===== src/rtl/sram_rgb_segment_writer.sv =====
// Packs 24-bit RGB pixels in groups of 4 into six SRAM words (Red/Green pairs, Blue even/odd).
// Optional macro SEG_WRITER_DOUBLE_BUFFER_EN adds a second pixel buffer so collection overlaps writes.
module sram_rgb_segment_writer #(
  parameter int unsigned NUM_PIXELS     = 76800,
  parameter logic [17:0] RED_BASE       = 18'd146944,
  parameter logic [17:0] GREEN_BASE     = 18'd185344,
  parameter logic [17:0] BLUE_EVEN_BASE = 18'd223744,
  parameter logic [17:0] BLUE_ODD_BASE  = 18'd242944
) (
  input  logic        Clock_50,
  input  logic        Reset,
  input  logic        Start,
  input  logic        Pixel_valid,
  output logic        Pixel_ready,
  input  logic [7:0]  Pixel_R,
  input  logic [7:0]  Pixel_G,
  input  logic [7:0]  Pixel_B,
  output logic [17:0] SRAM_address,
  output logic [15:0] SRAM_write_data,
  output logic        SRAM_we_n,
  output logic        Busy,
  output logic        Done
);
  localparam logic [15:0] LAST_GROUP = 16'(NUM_PIXELS / 4 - 1);

  // Each write state names the word loaded on its exit edge; S_WR_END holds Blue odd on the bus.
  typedef enum logic [2:0] {
    S_IDLE, S_COLLECT, S_WR_RED_1, S_WR_GREEN_0,
    S_WR_GREEN_1, S_WR_BLUE_E, S_WR_BLUE_O, S_WR_END
  } state_t;

  state_t      r_state, w_state_next;
  logic        r_we_n, w_we_n_next;
  logic [17:0] r_addr, w_addr_next;
  logic [15:0] r_data, w_data_next;
  logic        r_ready, w_ready_next;
  logic        r_busy, w_busy_next;
  logic        r_done, w_done_next;
  logic [1:0]  r_slot, w_slot_next;
  logic [15:0] r_g, w_g_next;

  logic [7:0]  r_pix_r [2][4];
  logic [7:0]  r_pix_g [2][4];
  logic [7:0]  r_pix_b [2][4];

  logic        w_accept, w_fill_done, w_last, w_alt_ready;
  logic        w_fill_sel, w_wr_sel, w_rd_sel;
  logic [15:0] w_rd_g;
  logic [17:0] w_g1, w_g2;

`ifdef SEG_WRITER_DOUBLE_BUFFER_EN
  localparam logic [15:0] NUM_GROUPS = 16'(NUM_PIXELS / 4);
  logic        r_fill_sel, w_fill_sel_next;
  logic        r_wr_sel, w_wr_sel_next;
  logic [1:0]  r_full, w_full_next;
  logic [15:0] r_acc, w_acc_next;

  assign w_fill_sel  = r_fill_sel;
  assign w_wr_sel    = r_wr_sel;
  // The alternate buffer may complete on the same edge the current write sequence ends.
  assign w_alt_ready = r_full[~r_wr_sel] | (w_fill_done & (r_fill_sel != r_wr_sel));
  assign w_rd_sel    = (r_state == S_WR_END) ? ~r_wr_sel : r_wr_sel;
`else
  assign w_fill_sel  = 1'b0;
  assign w_wr_sel    = 1'b0;
  assign w_alt_ready = 1'b0;
  assign w_rd_sel    = 1'b0;
`endif

  assign w_accept    = Pixel_valid & r_ready;
  assign w_fill_done = w_accept & (r_slot == 2'd3);
  assign w_last      = (r_g == LAST_GROUP);
  assign w_rd_g      = (r_state == S_WR_END) ? (r_g + 16'd1) : r_g;
  assign w_g1        = {2'b00, w_rd_g};
  assign w_g2        = {1'b0, w_rd_g, 1'b0};

  always_ff @(posedge Clock_50) begin
    if (w_accept) begin
      r_pix_r[w_fill_sel][r_slot] <= Pixel_R;
      r_pix_g[w_fill_sel][r_slot] <= Pixel_G;
      r_pix_b[w_fill_sel][r_slot] <= Pixel_B;
    end
  end

  always_ff @(posedge Clock_50) begin
    if (Reset) begin
      r_state <= S_IDLE;
      r_we_n  <= 1'b1;
      r_addr  <= 18'd0;
      r_data  <= 16'd0;
      r_ready <= 1'b0;
      r_busy  <= 1'b0;
      r_done  <= 1'b0;
      r_slot  <= 2'd0;
      r_g     <= 16'd0;
`ifdef SEG_WRITER_DOUBLE_BUFFER_EN
      r_fill_sel <= 1'b0;
      r_wr_sel   <= 1'b0;
      r_full     <= 2'b00;
      r_acc      <= 16'd0;
`endif
    end else begin
      r_state <= w_state_next;
      r_we_n  <= w_we_n_next;
      r_addr  <= w_addr_next;
      r_data  <= w_data_next;
      r_ready <= w_ready_next;
      r_busy  <= w_busy_next;
      r_done  <= w_done_next;
      r_slot  <= w_slot_next;
      r_g     <= w_g_next;
`ifdef SEG_WRITER_DOUBLE_BUFFER_EN
      r_fill_sel <= w_fill_sel_next;
      r_wr_sel   <= w_wr_sel_next;
      r_full     <= w_full_next;
      r_acc      <= w_acc_next;
`endif
    end
  end

  always_comb begin
    w_state_next = r_state;
    case (r_state)
      S_IDLE:       if (Start) w_state_next = S_COLLECT;
      S_COLLECT:    if (w_fill_done) w_state_next = S_WR_RED_1;
      S_WR_RED_1:   w_state_next = S_WR_GREEN_0;
      S_WR_GREEN_0: w_state_next = S_WR_GREEN_1;
      S_WR_GREEN_1: w_state_next = S_WR_BLUE_E;
      S_WR_BLUE_E:  w_state_next = S_WR_BLUE_O;
      S_WR_BLUE_O:  w_state_next = S_WR_END;
      S_WR_END: begin
        if (w_last)           w_state_next = S_IDLE;
        else if (w_alt_ready) w_state_next = S_WR_RED_1;
        else                  w_state_next = S_COLLECT;
      end
      default:      w_state_next = S_IDLE;
    endcase
  end

  always_comb begin
    w_we_n_next  = 1'b1;
    w_addr_next  = r_addr;
    w_data_next  = r_data;
    w_ready_next = r_ready;
    w_busy_next  = r_busy;
    w_done_next  = 1'b0;
    w_slot_next  = w_accept ? (r_slot + 2'd1) : r_slot;
    w_g_next     = r_g;
    case (r_state)
      S_IDLE: begin
        if (Start) begin
          w_busy_next  = 1'b1;
          w_ready_next = 1'b1;
          w_slot_next  = 2'd0;
          w_g_next     = 16'd0;
        end
      end
      S_COLLECT: begin
        if (w_fill_done) begin
          w_we_n_next  = 1'b0;
          w_ready_next = 1'b0;
          w_addr_next  = RED_BASE + w_g2;
          w_data_next  = {r_pix_r[w_rd_sel][0], r_pix_r[w_rd_sel][1]};
        end
      end
      S_WR_RED_1: begin
        w_we_n_next = 1'b0;
        w_addr_next = RED_BASE + w_g2 + 18'd1;
        w_data_next = {r_pix_r[w_rd_sel][2], r_pix_r[w_rd_sel][3]};
      end
      S_WR_GREEN_0: begin
        w_we_n_next = 1'b0;
        w_addr_next = GREEN_BASE + w_g2;
        w_data_next = {r_pix_g[w_rd_sel][0], r_pix_g[w_rd_sel][1]};
      end
      S_WR_GREEN_1: begin
        w_we_n_next = 1'b0;
        w_addr_next = GREEN_BASE + w_g2 + 18'd1;
        w_data_next = {r_pix_g[w_rd_sel][2], r_pix_g[w_rd_sel][3]};
      end
      S_WR_BLUE_E: begin
        w_we_n_next = 1'b0;
        w_addr_next = BLUE_EVEN_BASE + w_g1;
        w_data_next = {r_pix_b[w_rd_sel][0], r_pix_b[w_rd_sel][2]};
      end
      S_WR_BLUE_O: begin
        w_we_n_next = 1'b0;
        w_addr_next = BLUE_ODD_BASE + w_g1;
        w_data_next = {r_pix_b[w_rd_sel][1], r_pix_b[w_rd_sel][3]};
      end
      S_WR_END: begin
        if (w_last) begin
          w_done_next  = 1'b1;
          w_busy_next  = 1'b0;
          w_ready_next = 1'b0;
          w_g_next     = 16'd0;
        end else begin
          w_g_next     = r_g + 16'd1;
          w_ready_next = 1'b1;
          if (w_alt_ready) begin
            w_we_n_next = 1'b0;
            w_addr_next = RED_BASE + w_g2;
            w_data_next = {r_pix_r[w_rd_sel][0], r_pix_r[w_rd_sel][1]};
          end
        end
      end
      default: ;
    endcase

`ifdef SEG_WRITER_DOUBLE_BUFFER_EN
    w_fill_sel_next = w_fill_done ? ~r_fill_sel : r_fill_sel;
    w_wr_sel_next   = (r_state == S_WR_END && !w_last) ? ~r_wr_sel : r_wr_sel;
    w_full_next     = r_full;
    if (r_state == S_WR_END) w_full_next[r_wr_sel] = 1'b0;
    if (w_fill_done)         w_full_next[r_fill_sel] = 1'b1;
    w_acc_next = r_acc + {15'd0, w_fill_done};
    if (r_state == S_IDLE) begin
      w_fill_sel_next = 1'b0;
      w_wr_sel_next   = 1'b0;
      w_full_next     = 2'b00;
      w_acc_next      = 16'd0;
    end
    // Keep accepting until both buffers hold data or the whole frame has been taken in.
    w_ready_next = w_busy_next & ~(&w_full_next) & (w_acc_next != NUM_GROUPS);
`endif
  end

  assign Pixel_ready     = r_ready;
  assign SRAM_address    = r_addr;
  assign SRAM_write_data = r_data;
  assign SRAM_we_n       = r_we_n;
  assign Busy            = r_busy;
  assign Done            = r_done;

endmodule


===== config.mk =====
export PLATFORM = sky130hd
export DESIGN_NAME = sram_rgb_segment_writer
export DESIGN_NICKNAME = d
export VERILOG_FILES = /design/src/rtl/sram_rgb_segment_writer.sv
export SDC_FILE = /design/constraint.sdc
export NUM_CORES = 1
export LEC_CHECK = 0
export ABC_AREA = 1
export CORE_MARGIN = 2
export CORE_UTILIZATION = 40
export CTS_BUF_LIST = sky130_fd_sc_hd__clkbuf_16
export DETAILED_ROUTE_END_ITERATION = 10
export PLACE_DENSITY = 0.65
export SETUP_SLACK_MARGIN = 0.2
export SYNTH_ARGS = -nofsm -noshare
export SYNTH_HDL_FRONTEND = slang
export SYNTH_SLANG_ARGS = --single-unit

===== constraint.sdc =====
create_clock -name Clock_50 -period 3.2 [get_ports Clock_50]
set_input_delay 0.64 -clock Clock_50 [delete_from_list [all_inputs] [get_ports Clock_50]]
set_output_delay 0.64 -clock Clock_50 [all_outputs]
set_load 0.1 [all_outputs]

==> results of run 1 <==
-- placed cells by master, fill, tap and decap left out, types with 9 or more instances in the layout --
cell type / count
nand2_1: 182
a221oi_1: 17
a21oi_1: 46
edfxtp_1: 96
inv_1: 52
clkbuf_16: 17
clkdlybuf4s50_1: 26
nand3_1: 50
nor2_2: 15
nor2_1: 43
inv_2: 9
buf_4: 54
o21ai_0: 25
dfxtp_1: 59
nand2_2: 17
o21ai_1: 9
-- kinds of logic (layout without fill, tap and decap cells) --
family | after synthesis | in the layout | synth area share
buf+inv | 90 | 174 | 0.0539
compound gates | 137 | 137 | 0.123
simple gates | 343 | 343 | 0.226
flops | 155 | 155 | 0.573
xor+xnor | 7 | 7 | 0.00864
mux | 1 | 1 | 0.00141
fa+ha+maj | 8 | 8 | 0.0141
-- worst max-delay path, cell delays in order (launching register included) --
cell and delay (ns):
dfxtp_1 0.39, ha_1 0.22, nand2_1 0.09, nor2_1 0.24, nand2_1 0.12, nand2_1 0.11
nand3_2 0.10, nand2_4 0.11, inv_1 0.06, ha_1 0.20, nand3b_1 0.22, nand2_1 0.13
nand2_1 0.06, nand3_1 0.08, o21ai_1 0.06, a21oi_1 0.19, a21oi_1 0.11
-- power by group through the flow --
stage,clock network (W),registers [W],logic (W)
2_1_floorplan,0,0.00288,0.000344
3_3_place_gp,0,0.00235,0.00116
3_5_place_dp,0,0.00235,0.00117
4_1_cts,0.00202,0.00231,0.00117
5_1_grt,0.00209,0.00232,0.00123
6_report,0.00199,0.00231,0.00117
-- cell usage after synthesis, types with 5 or more instances --
master	n	area [sq um]
nand2_2	17	106
nor2_2	11	68.8
xor2_1	6	52.6
nand2_4	5	56.3
nor3_1	5	25.0
o211ai_1	8	60.1
nor2_1	48	180
nand3_1	50	250
nor2_4	6	67.6
ha_1	8	100
o21ai_1	9	45.0
a31oi_1	5	31.3
nand2_1	182	683
dfxtp_1	59	1180
nand3_2	8	80.1
edfxtp_1	96	2880
buf_4	7	52.6
a21oi_1	46	230
a221oi_1	17	149
inv_2	9	33.8
o21ai_0	25	125
a22o_1	7	61.3
clkbuf_1	12	45.0
buf_2	9	45.0
inv_1	52	195
-- worst paths after layout --
check	from	endpoint	slack, ns	cells past startpoint
setup / recovery	r_g[1]	SRAM_address[12]	0.60	16
hold / removal	SRAM_write_data[10]	SRAM_write_data[10]	0.47	2
setup reg to reg	r_g[1]	SRAM_address[12]	0.60	16
hold reg to reg	SRAM_write_data[10]	SRAM_write_data[10]	0.47	2
-- final cells by class --
type / instances / area [sq um] / area share
Tap cell: 225 / 282 / 0.0331
Clock inverter: 15 / 160 / 0.0188
Multi-Input combinational cell: 496 / 2670 / 0.314
Clock buffer: 17 / 425 / 0.0500
Inverter: 61 / 229 / 0.0269
Sequential cell: 155 / 4060 / 0.478
Timing Repair Buffer: 81 / 671 / 0.0789
-- flip-flops by register name, summed over array words and instances, names as in the netlist --
signal           cells
Busy                 1
Done                 1
Pixel_ready          1
SRAM_address        18
SRAM_we_n            1
SRAM_write_data     16
r_g                 16
r_pix_b             32
r_pix_g             32
r_pix_r             32
r_slot               2
r_state              3
-- through the flow --
step | area (sq um) | hold slack [ns] | setup WS, ns | utilization | total power, W
after floorplan | 7100 | 0.483 | 0.327 | - | 0.00323
after global placement | 7920 | 0.457 | 0.587 | 0.458 | 0.00351
after detailed placement | 7920 | 0.456 | 0.556 | 0.458 | 0.00352
after CTS | 8500 | 0.468 | 0.662 | 0.492 | 0.00549
after global routing | 8500 | 0.498 | 0.290 | 0.492 | 0.00564
final | 8500 | 0.468 | 0.604 | 0.492 | 0.00546
-- per-layer routing --
layer	up-vias	track usage	wire length [microns]	share of wire
li1	2711	-	-	-
met1	2603	0.250	7660	0.45
met2	158	0.313	8130	0.48
met3	23	0.0291	891	0.052
met4	0	0.0739	377	0.022
met5	-	0	0	0
==> metrics.md, run 1 <==
| Metric | Value |
|---|---|
| Synthesized area per cell | 9.58 sq um |
| Syn Std Cell Area | 7100 sq um |
| Peak supply drop | 0.519 mV |
| Post-route DRC | 0 |
| Min-delay worst type | reg -> reg |
| Max clock buf depth | 2 |
| I/O pin count | 66 |
| Post-synthesis cell count | 741 |
| Post-synthesis sequential area ratio | 0.573 |
| Clock transition at the registers of the reported paths | 0.07 ns |
| Count of cell types in the netlist | 47 |
| Leak Pwr | 3.19 nW |
| Final #Nets | 848 |
| Combinational power share | 0.214 |
| Internal | 0.00356 W |
| Kind of end point of the critical path | flop |
| RePlAce Congestion | 0.869 |
| Main synth FF type | edfxtp_1 |
| Syn nets | 777 |
| Core area | 17300 sq um |
| Resize count post-CTS | 0 |
| Antenna-violating nets left | 0 |
| Worst-margin pin slew | 0.802 ns |
| Routed WL | 17100 microns |
| RSZ-0062 raised after global routing | false |
| H-tree Lvls | 4 |
| Final Max Tran Viols | 0 |
| Remaining global-route overflow | 0 |
| Setup violators final | 0 |
| Die Ht | 137 microns |
| Antenna diodes | 0 |
| Initial DRC count | 426 |
| Row count | 48 |
| First drt pass iteration count | 5 |
| Worst-Skew Late Latency | 0.43 ns |
| P_sw | 0.00190 W |
| Routed length per instance | 16.2 microns |
| Post-DP HPWL | 11400 microns |
| CP startpoint kind | flop |
| Die width | 137 microns |
| Initial antenna violation count | 0 |
| FMAX | 385 MHz |
| Clk sink count | 155 |
| Worst Clk Skew | 0.0102 ns |
| Area growth, synth to finish | 19.8% |
| Final hold vios | 0 |
| GRT Total Usage | 0.189 |
| Kind of critical path | reg -> reg |
| Worst slew margin | 0.465 |
| #FFs+latches synth | 155 |
| Hold buffers post-CTS | 0 |
| Global-route wire length before repair | 26900 microns |
| Port Buffers | 65 |
| Syn. warnings | 0 |
| Crit-path max FO | 6 |
| Pin count of the biggest net entering global routing | 42 |
| # Max-Cap Violations | 0 |
| # Post-CTS Setup Buffers | 0 |
| Status | completed |
| Root Driver | clkbuf_16 |
| Switch share | 0.348 |
| Period utilization | 0.811 |
| Sequential share of power | 0.423 |
| Vias | 5495 |
| Filler Cell Count | 1607 |
| Setup TNS Final | 0 ns |
| Clock power share | 0.364 |
| CP arrival | 2.90 ns |
| Vias per cell | 5.23 |
| TritonCTS clock tree | done |
| Initial core utilization | 0.410 |
| Vias in the first global route | 5171 |
| Async set or reset register ratio after synthesis | 0 |
| Placed insts | 1018 |
| Min Tclk post-route | 2.60 ns |
| Cts bufs inserted | 17 |
| P per Cell Area | 642 nW/um^2 |
| EDFF count, synth | 96 |
| Layout cells sized above 1 | 0.190 |
| Worst Path Required | 3.51 ns |
| Final non-filler cell total | 1050 |
| Die Area | 18800 sq um |
Power figures use the tool's default switching activity.
==> run 2: changes to the inputs <==
==> constraint.sdc (replaced) <==
create_clock -name Clock_50 -period 2.6 [get_ports Clock_50]
set_input_delay 0.52 -clock Clock_50 [delete_from_list [all_inputs] [get_ports Clock_50]]
set_output_delay 0.52 -clock Clock_50 [all_outputs]
set_load 0.1 [all_outputs]
==> metrics.md, run 2 (synthesis gave the netlist of run 1 again) <==
| Metric | Value |
|---|---|
| Status | completed |
| Crit-path leading delay family | simple AND/OR/NAND/NOR gates |
| Period utilization | 0.862 |
| Filler Cell Count | 1566 |
| Worst slew margin | 0.598 |
| Setup violators final | 0 |
| RePlAce Congestion | 0.901 |
| Final hold vios | 0 |
| Sequential share of power | 0.419 |
| Area growth, synth to finish | 22.5% |
| Leak Pwr | 3.29 nW |
| Switch share | 0.341 |
| First drt pass iteration count | 5 |
| Initial core utilization | 0.410 |
| Final hold slack | 0.465 ns |
| Core area | 17300 sq um |
| Hold buffers post-CTS | 0 |
| Clock transition at the registers of the reported paths | 0.07 ns |
| Met1 Use GR | 0.259 |
| Global-route wire length before repair | 27800 microns |
| Grt met3 use | 0.0383 |
| FMAX | 446 MHz |
| Vias | 5558 |
| Initial DRC count | 518 |
| Vias per cell | 5.22 |
| Clk sink count | 155 |
| Worst Path Required | 2.90 ns |
| Die width | 137 microns |
| Layout cells sized above 1 | 0.226 |
| P_sw | 0.00230 W |
| P per Cell Area | 777 nW/um^2 |
| Routed WL | 17500 microns |
| Worst Clk Skew | 0.0169 ns |
| CP max-delay cell | dfxtp_2 |
| Root Driver | clkbuf_16 |
| Crit-path max cell delay | 0.41 ns |
| Die Ht | 137 microns |
| Worst-margin pin slew | 0.602 ns |
| Post-DP HPWL | 11400 microns |
| Commonest non-fill, non-tap cells in the layout | 172 x nand2_1, 96 x edfxtp_1, 68 x buf_4, 52 x dfxtp_1, 52 x inv_1 |
| Post-route DRC | 0 |
| CP Cell Sequence | nand2_4, nor2_4, buf_4, nand3_2, nand2_4, inv_1, ha_1, nand3b_1, nand2_2, nand2_1, nand3_1, o21ai_1, a21oi_1, a21oi_1 |
| Kind of end point of the critical path | flop |
| CP arrival | 2.54 ns |
| Min Tclk post-route | 2.24 ns |
| H-tree Lvls | 4 |
| RR Startpoint | r_state[1] |
| Die Area | 18800 sq um |
| GR Util met2 | 0.315 |
| Critical path origin | r_state[1] |
| Place WS | 0.190 ns |
| Pin count of the biggest net entering global routing | 42 |
| Most common cell after layout, fill and taps aside | nand2_1 |
| Largest regs | r_pix_b: 32 flops, r_pix_g: 32 flops, r_pix_r: 32 flops |
| Antenna diodes | 0 |
| Combinational power share | 0.218 |
| CP startpoint kind | flop |
| Routed length per instance | 16.5 microns |
| Setup TNS Final | 0 ns |
| TritonCTS clock tree | done |
| Clock power share | 0.363 |
| GRT Total Usage | 0.194 |
| GRT Max-Usage Layer | met2 |
| Final Max Tran Viols | 0 |
| RSZ-0062 raised after global routing | false |
| Kind of critical path | reg -> reg |
| Final Core Density | 0.503 |
| Max clock buf depth | 2 |
| Final #Nets | 862 |
| Vias in the first global route | 5243 |
| Cts bufs inserted | 17 |
| Worst-Skew Late Latency | 0.43 ns |
| Peak supply drop | 0.522 mV |
| Hold path startpoint | SRAM_write_data[10] |
| Remaining global-route overflow | 0 |
| Initial antenna violation count | 0 |
| Final WS setup | 0.360 ns |
| WP buf/inv | 2 |
| Min-delay worst type | reg -> reg |
| # Max-Cap Violations | 0 |
| Port Buffers | 65 |
| Crit-path max FO | 6 |
| Antenna-violating nets left | 0 |
| Internal | 0.00445 W |
| Row count | 48 |
| I/O pin count | 66 |
-- run 2: final timing paths --
check                                           end  slack (ns)  cells after the start
worst max register to register     SRAM_address[12]        0.36                     14
worst min-delay path            SRAM_write_data[10]        0.47                      2
worst min register to register  SRAM_write_data[10]        0.47                      2
worst max-delay path               SRAM_address[12]        0.36                     14
-- run 2: per-stage QoR --
| stage | total power (W) | cell area (sq um) | std cells |
|---|---|---|---|
| CTS | 0.00680 | 8570 | 1058 |
| floorplan | 0.00397 | 7120 | 741 |
| global placement | 0.00435 | 7980 | 1026 |
| global route | 0.00699 | 8700 | 1064 |
| finish | 0.00676 | 8700 | 1064 |
| detailed placement | 0.00436 | 7980 | 1026 |
-- run 2: repair_timing --
item                       CTS  global route
buffers inserted             0             6
gates cloned                 0             0
setup endpoints to repair    4             7
resized for setup            1            27
pin swaps                    0             9
-- run 2: final cells by class --
type	instances	area (sq um)	share of cell area
Clock buffer	17	425	0.0489
Multi-Input combinational cell	496	2750	0.316
Tap cell	225	282	0.0324
Clock inverter	15	156	0.0180
Inverter	61	229	0.0263
Timing Repair Buffer	95	776	0.0892
Sequential cell	155	4080	0.469
-- run 2: layer usage --
layer | wire length, microns | vias up
met2 | 8300 | 173
met1 | 8080 | 2635
met3 | 840 | 21
li1 | - | 2729
met5 | 0 | -
met4 | 289 | 0
-- run 2: worst reg2reg max path, cell delays in order, from the launching register on --
cell and delay (ns):
dfxtp_2 0.41, nand2_4 0.09, nor2_4 0.19, buf_4 0.18, nand3_2 0.11, nand2_4 0.10, inv_1 0.06, ha_1 0.18
nand3b_1 0.22, nand2_2 0.12, nand2_1 0.05, nand3_1 0.08, o21ai_1 0.07, a21oi_1 0.15, a21oi_1 0.09
-- run 2: power by group through the flow --
stage / Clock [W] / Sequential (W) / Combinational, W
after floorplan: 0 / 0.00355 / 0.000426
after global placement: 0 / 0.00288 / 0.00147
after detailed placement: 0 / 0.00289 / 0.00147
after CTS: 0.00249 / 0.00283 / 0.00148
after global routing: 0.00259 / 0.00285 / 0.00156
final: 0.00246 / 0.00283 / 0.00147
